$ cat src/rtl/fetch_pkg.sv
// Shared widths and FSM state encoding for the instruction fetch queue.
package fetch_pkg;
  localparam int ADDR_W   = 72;
  localparam int INST_W   = 60;
  localparam int BUNDLE_W = 2 * INST_W;

  typedef enum logic [1:0] {
    IDLE    = 2'd0,
    WAIT    = 2'd1,
    DISCARD = 2'd2
  } fetch_state_t;
endpackage

$ cat src/rtl/fetch_fifo.sv
// Instruction buffer: DEPTH entries, two entries written per push, one read per pop.
module fetch_fifo #(
  parameter int DEPTH   = 8,
  parameter int ENTRY_W = 132
) (
  input  logic                       clk,
  input  logic                       reset,
  input  logic                       clear,
  input  logic                       push,
  input  logic [ENTRY_W-1:0]         push_lo,
  input  logic [ENTRY_W-1:0]         push_hi,
  input  logic                       pop,
  output logic [ENTRY_W-1:0]         head,
  output logic [$clog2(DEPTH):0]     count
);
  localparam int PTR_W = $clog2(DEPTH);
  localparam int CNT_W = PTR_W + 1;

  logic [ENTRY_W-1:0] mem [DEPTH];
  logic [PTR_W-1:0]   wr_ptr;
  logic [PTR_W-1:0]   rd_ptr;
  logic               do_pop;

  // A pop against an empty buffer is dropped rather than corrupting rd_ptr.
  assign do_pop = pop && (count != '0);
  assign head   = mem[rd_ptr];

  always_ff @(posedge clk or posedge reset) begin
    if (reset) begin
      for (int i = 0; i < DEPTH; i++) mem[i] <= '0;
      wr_ptr <= '0;
      rd_ptr <= '0;
      count  <= '0;
    end else if (clear) begin
      wr_ptr <= '0;
      rd_ptr <= '0;
      count  <= '0;
    end else begin
      if (push) begin
        mem[wr_ptr]               <= push_lo;
        mem[wr_ptr + PTR_W'(1)]   <= push_hi;
        wr_ptr                    <= wr_ptr + PTR_W'(2);
      end
      if (do_pop) rd_ptr <= rd_ptr + PTR_W'(1);
      case ({push, do_pop})
        2'b10:   count <= count + CNT_W'(2);
        2'b01:   count <= count - CNT_W'(1);
        2'b11:   count <= count + CNT_W'(1);
        default: count <= count;
      endcase
    end
  end
endmodule

$ cat src/rtl/fetch_queue.sv
// Fetch queue: one outstanding 120-bit bundle read, split into two tagged
// instructions and buffered for decode; flush drops queued and in-flight data.
module fetch_queue #(
  parameter int ADDR_W = fetch_pkg::ADDR_W,
  parameter int INST_W = fetch_pkg::INST_W,
  parameter int DEPTH  = 8
) (
  input  logic                     clk,
  input  logic                     reset,
  input  logic                     pc_valid,
  input  logic [ADDR_W-1:0]        pc,
  output logic                     pc_ready,
  input  logic                     flush,
  output logic                     mem_req,
  output logic [ADDR_W-1:0]        mem_addr,
  input  logic                     mem_rvalid,
  input  logic [2*INST_W-1:0]      mem_rdata,
  output logic                     inst_valid,
  output logic [INST_W-1:0]        inst,
  output logic [ADDR_W-1:0]        inst_addr,
  input  logic                     inst_ready,
  output fetch_pkg::fetch_state_t  state_dbg,
  output logic [$clog2(DEPTH):0]   count_dbg
);
  import fetch_pkg::*;

  localparam int CNT_W   = $clog2(DEPTH) + 1;
  localparam int ENTRY_W = INST_W + ADDR_W;

  fetch_state_t        state;
  logic [ADDR_W-1:0]   req_addr;
  logic [CNT_W-1:0]    count;
  logic [ENTRY_W-1:0]  head;
  logic                accept;
  logic                push;
  logic                pop;

  // Handshakes: a transfer happens on a rising edge where valid & ready are both
  // high; valid never waits on ready, and ready may depend combinationally on flush.
  assign pc_ready = !reset && (state == IDLE) && (count <= CNT_W'(DEPTH - 2)) && !flush;
  assign accept   = pc_valid && pc_ready;
  assign push     = (state == WAIT) && mem_rvalid && !flush;
  assign pop      = inst_valid && inst_ready;

  assign inst_valid = (count != '0);
  assign inst       = head[ENTRY_W-1:ADDR_W];
  assign inst_addr  = head[ADDR_W-1:0];
  assign state_dbg  = state;
  assign count_dbg  = count;

  always_ff @(posedge clk or posedge reset) begin
    if (reset) begin
      state    <= IDLE;
      req_addr <= '0;
      mem_req  <= 1'b0;
      mem_addr <= '0;
    end else begin
      mem_req <= accept;
      if (accept) begin
        req_addr <= pc;
        mem_addr <= pc;
      end
      case (state)
        IDLE:    if (accept) state <= WAIT;
        WAIT: begin
          if (mem_rvalid)  state <= IDLE;
          else if (flush)  state <= DISCARD;
        end
        DISCARD: if (mem_rvalid) state <= IDLE;
        default: state <= IDLE;
      endcase
    end
  end

  // Second instruction's tag wraps modulo 2^ADDR_W.
  fetch_fifo #(
    .DEPTH   (DEPTH),
    .ENTRY_W (ENTRY_W)
  ) u_fifo (
    .clk     (clk),
    .reset   (reset),
    .clear   (flush),
    .push    (push),
    .push_lo ({mem_rdata[INST_W-1:0], req_addr}),
    .push_hi ({mem_rdata[2*INST_W-1:INST_W], req_addr + ADDR_W'(INST_W)}),
    .pop     (pop),
    .head    (head),
    .count   (count)
  );
endmodule
$ cat config.mk
export PLATFORM = sky130hd
export DESIGN_NAME = fetch_queue
export DESIGN_NICKNAME = d
export VERILOG_FILES = /design/src/rtl/fetch_pkg.sv /design/src/rtl/fetch_fifo.sv /design/src/rtl/fetch_queue.sv
export SDC_FILE = /design/constraint.sdc
export NUM_CORES = 2
export LEC_CHECK = 0
export ABC_AREA = 1
export CAP_MARGIN = 10
export CORE_MARGIN = 2
export CORE_UTILIZATION = 66
export DETAILED_ROUTE_END_ITERATION = 16
export DONT_BUFFER_PORTS = 1
export PLACE_DENSITY = 0.79
export SLEW_MARGIN = 20
export SYNTH_ARGS = -nofsm -noshare
export SYNTH_HDL_FRONTEND = slang
export SYNTH_SLANG_ARGS = --single-unit
$ cat constraint.sdc
create_clock -name clk -period 74.6 [get_ports clk]
set_input_delay 14.92 -clock clk [delete_from_list [all_inputs] [get_ports clk]]
set_output_delay 14.92 -clock clk [all_outputs]
set_load 0.01 [all_outputs]
# After elaboration in Yosys (flattened, before gate mapping)
# Index checks and enable logic that the tools add are counted.
totals:
  input_bits: 198
  regBits: 1141
  elab_cells: 78
  out_inout_bits: 213
op_classes:
  add_sub_neg: 7
  bitwise: 4
  n_mux: 20
  n_reduce_logical: 19
  n_lt_le_gt_ge: 6
  n_eq_ne: 8
ops:
  columns: ["cell", "count"]
  rows:
  - ["$bwmux W1056", 2]
  - ["$demux W132 S3", 2]
  - ["$mux W132", 4]
  - ["$bmux W132 S3", 1]
  - ["$add A72 B6 Y72 const B", 1]
  - ["$ge A4 B4 Y1 const B", 3]
  - ["$mux W3", 4]
  - ["$not A3 Y4", 3]
  - ["$pmux W4 S3", 1]
  - ["$logic_and A1 B1 Y1", 10]
  - ["$lt A4 B1 Y1 const B", 2]
  - ["$mux W2", 4]
  - ["$reduce_bool A4 Y1", 2]
  - ["$add A3 B1 Y3 const B", 2]
  - ["$eq A2 B2 Y1 const B", 3]
  - ["$pmux W2 S3", 1]
  - ["$add A4 B1 Y4 const B", 1]
  - ["$add A4 B2 Y4 const B", 1]
  - ["$eq A2 B1 Y1 const B", 2]
  - ["$le A4 B3 Y1 const B", 1]
  - ["$mux W4", 1]
  - ["$ne A2 B2 Y1 const B", 2]
  - ["$reduce_bool A2 Y1", 2]
  - ["$sub A4 B1 Y4 const B", 1]
  - ["7 further kinds", 8]

# Longest topological paths before layout
logic_depth:
  ltp_word: 7
  depth_mapped: 16
  mapped_depth_nobuf: 16

# Modules after synthesis
# From an unflattened synthesis, not the netlist that was laid out.
hier_totals:
  cells_unflattened: 7106
  hier_area_um2: 55791.0
by_module_without_submodules:
  columns: ["mod", "seq_area_each_um2", "area_per_inst_um2", "cells_per_inst", "instances"]
  rows:
  - ["fetch_fifo", 26650.6, 50443.4, 6301, 1]
  - ["fetch_queue", 1876.8, 5347.6, 805, 1]

# Worst setup path before layout
# No wires, ideal clock.
synth_path:
  kind: "input to output"
  start: "input port reset"
  end: "output port pc_ready"
  setup_slack_ns: 19.576
  required_time_ns: 59.680
  n_path_buf: 0
  stages: 3
  arrival_time_ns: 40.104
  path_cell_list: "inv_1 -> nand3_1 -> a31oi_1"
synth_between:
  elab_chain_cells: 4
synth_rtl:
  columns: ["item", "line_no", "text"]
  rows:
  - ["start: declaration", "fetch_queue.sv:9", "input logic reset,"]
  - ["$logic_not A1 Y1 (no line)", null, null]
  - ["$logic_and A1 B1 Y1 (3 in a row)", "fetch_queue.sv:40", "assign pc_ready = !reset && (state == IDLE) && (count <= CNT_W'(DEPTH - 2)) && !flush;"]
  - ["end: declaration", "fetch_queue.sv:12", "output logic pc_ready,"]
# Every way passes these cells.

# Worst setup path after layout
# Ends and elaborated chain as after synthesis.

==> reports/summary.txt <==
Final period util: 41.2%
CP endpoint: pc_ready
Worst Path Max Fanout: 70
P&R area growth vs syn: 7.75%
Asr flop ratio synth: 100%
Fillcell total: 6042
Share of cells above drive strength 1: 4.36%
Via count: 45900
Post-Syn Nets: 6439
Drt wl/cell: 23.5 um
CTS resizes: 0
Initial drt markers: 5902
Fin crit period: 30.73 ns
Reg-to-Reg End: u_fifo.mem[691]
Mapped Cells: 6227
Global route overflow: 0
Detail Placement HPWL: 90600 um
Most used DFF post-synth: dfrtp_1
Worst Reg-to-Reg Cells: 8
Top-count cell post-synth: nand2_1
Critical Path Start: reset
Clock transition at path regs: 0.06 ns
Yosys cell types: 31
Hold_sp: u_fifo.mem[587]
Share of the synthesized area in the top cell type: 55.1%
Total track usage: 40.9%
Yosys top cell by area: dfrtp_1
Num Clock Sinks: 1140
Worst slew pin tran: 1.19 ns
WS Path Type: input port to output port
Lkg Pwr: 26.5 nW
Nature of the critical path endpoint: output port
Max-cap check violation count: 0
Yosys warns: 0
Sequential area share after synthesis: 55.1%
Routed vias/inst: 6.47
Placed Area: 51800 um2
First-pass GRT wire length: 258000 um
RSZ-0062 raised after global routing: no
Top-level port count: 411
Die Span Y: 284 um
Pwr Density: 35.0 nW/um2
Core area: 77600 um2
Final Cell Area: 55800 um2
IO buf count: 0
# H-tree levels: 3
Area of the multi-input gates: 19000 um2
VDD IR max: 0.0402 mV
Sequential cell area: 28500 um2
Most Crowded Layer GR: met2
Post-synth EDFFs: 0
Min-Delay Path Class: flop to flop
Post-Syn Area: 51800 um2
Startpoint Class: input port
Final Slew Violations: 0
R2r setup slk: 69.96 ns
Synth cell count leaders: nand2_1 (1351), dfrtp_1 (1140), o21ai_0 (1011)
Setup Viol. Count Final: 0
DR pass1 iterations: 6
Rel. slew slack: 20.8%
GPL Wtd Cong: 0.989
Arr. time, crit path: 15.81 ns
Post-Route WL: 167000 um
Clk_lat worst skew: 0.69 ns
Worst Path Required: 59.68 ns
RR Startpoint: state_dbg[1]
Post-Synthesis Mean Instance Area: 8.31 um2
Highest clock rate: 32.5 MHz
Top post-synthesis cells by area: dfrtp_1 (55%), nand2_1 (9.8%), o21ai_0 (9.8%)
Final Instance Count excl. Fillers: 7091
M3 GR Usage: 10.2%
Post-Place Cells: 6867
Synthesized flop and latch total: 1140
Largest net degree at the start of global routing: 253
CTS Buf Count: 115
Met1 usage: 55.0%
Clock skew: 0.0299 ns
Clk buf depth: 3
Vias in the first global route: 44400
Dpl ws: 43.87 ns
Final hold viol count: 0
GR Layer Usage met2: 62.0%
DRC errors left: 0
Remaining antenna violation count: 0
Clk root buf: clkbuf_16
Setup bufs post-CTS: 0
Status: finished clean
DIE WIDTH: 284 um
Final worst setup slack: 43.87 ns
Layout Nets: 6157
Die Area: 80700 um2
Setup TNS: 0 ns
CTS tree: done
Initial antenna violation count: 17
Cts hold-fix bufs: 0
Rows: 102
Starting density of the core: 66.7%
## cell families (layout without fill, tap and decap cells)
| logic type | Yosys count | after routing | share of synthesized area [%] |
|---|---|---|---|
| buf+inv | 1097 | 909 | 8.25 |
| simple gates | 1725 | 1725 | 13.0 |
| xor+xnor | 47 | 47 | 0.795 |
| flops | 1140 | 1140 | 55.1 |
| other cells | 0 | 12 | 0 |
| compound gates | 2203 | 2203 | 22.5 |
| fa+ha+maj | 14 | 14 | 0.353 |
| mux | 1 | 1 | 0.0193 |
## flip-flops by register name, summed over array words and instances, names as in the netlist
signal and cells:
req_addr 72, u_fifo.rd_ptr 3, mem_req 1, u_fifo.count 4, u_fifo.wr_ptr 2, state_dbg 2, u_fifo.mem 1056
## metal layers
metal	up-vias	routed length [um]
li1	20100	-
met1	22200	62600
met2	3000	75200
met3	539	20200
met4	12	9010
met5	-	61
## per-stage QoR
step	power, mW	hold WS [ns]	util (%)
finish	1.95	0.473	71.9
CTS	1.94	0.476	71.8
global placement	1.33	0.457	66.8
floorplan	1.18	0.444	-
global route	2.04	0.494	71.9
detailed placement	1.35	0.460	66.8
## final cells by class
| class | instances | share of cell area (%) |
|---|---|---|
| Sequential cell | 1140 | 51.2 |
| Multi-Input combinational cell | 3990 | 34.1 |
| Clock buffer | 171 | 6.08 |
| Inverter | 654 | 4.54 |
| Tap cell | 1040 | 2.33 |
| Clock inverter | 40 | 0.920 |
| Timing Repair Buffer | 44 | 0.792 |
| Antenna cell | 12 | 0.0538 |
## cell usage in the layout (no fill, tap or decap), types with 13 or more instances in the layout
cell type	count
a31oi_1	134
buf_4	35
nand4_1	14
nand2_1	1351
clkbuf_8	26
dfrtp_1	1137
o22ai_1	371
nor2_1	264
a21oi_1	400
clkbuf_16	117
o21ai_0	1011
xor2_1	44
ha_1	13
inv_1	640
clkinv_2	21
o21ai_1	286
clkbuf_1	28
nand3_1	68
## where the power goes
part / internal [mW] / switching [mW] / total, mW / leakage, nW
Clock: 0.348 / 0.247 / 0.595 / 1.92
Combinational: 0.147 / 0.401 / 0.548 / 10.5
Sequential: 0.719 / 0.0914 / 0.810 / 14.1
## critical path: stages
cell,delay [ns]
inv_8,0.35
nand3_1,0.16
a31oi_1,0.31
## worst min-delay path by stage
stage	end	cells after the start
3_3_place_gp	u_fifo.mem[599]	2
2_1_floorplan	u_fifo.mem[843]	2
6_report	u_fifo.mem[587]	2
4_1_cts	u_fifo.mem[593]	2
3_5_place_dp	u_fifo.mem[593]	2
5_1_grt	u_fifo.mem[843]	2
No activity file was read; power rests on OpenSTA's default activity.
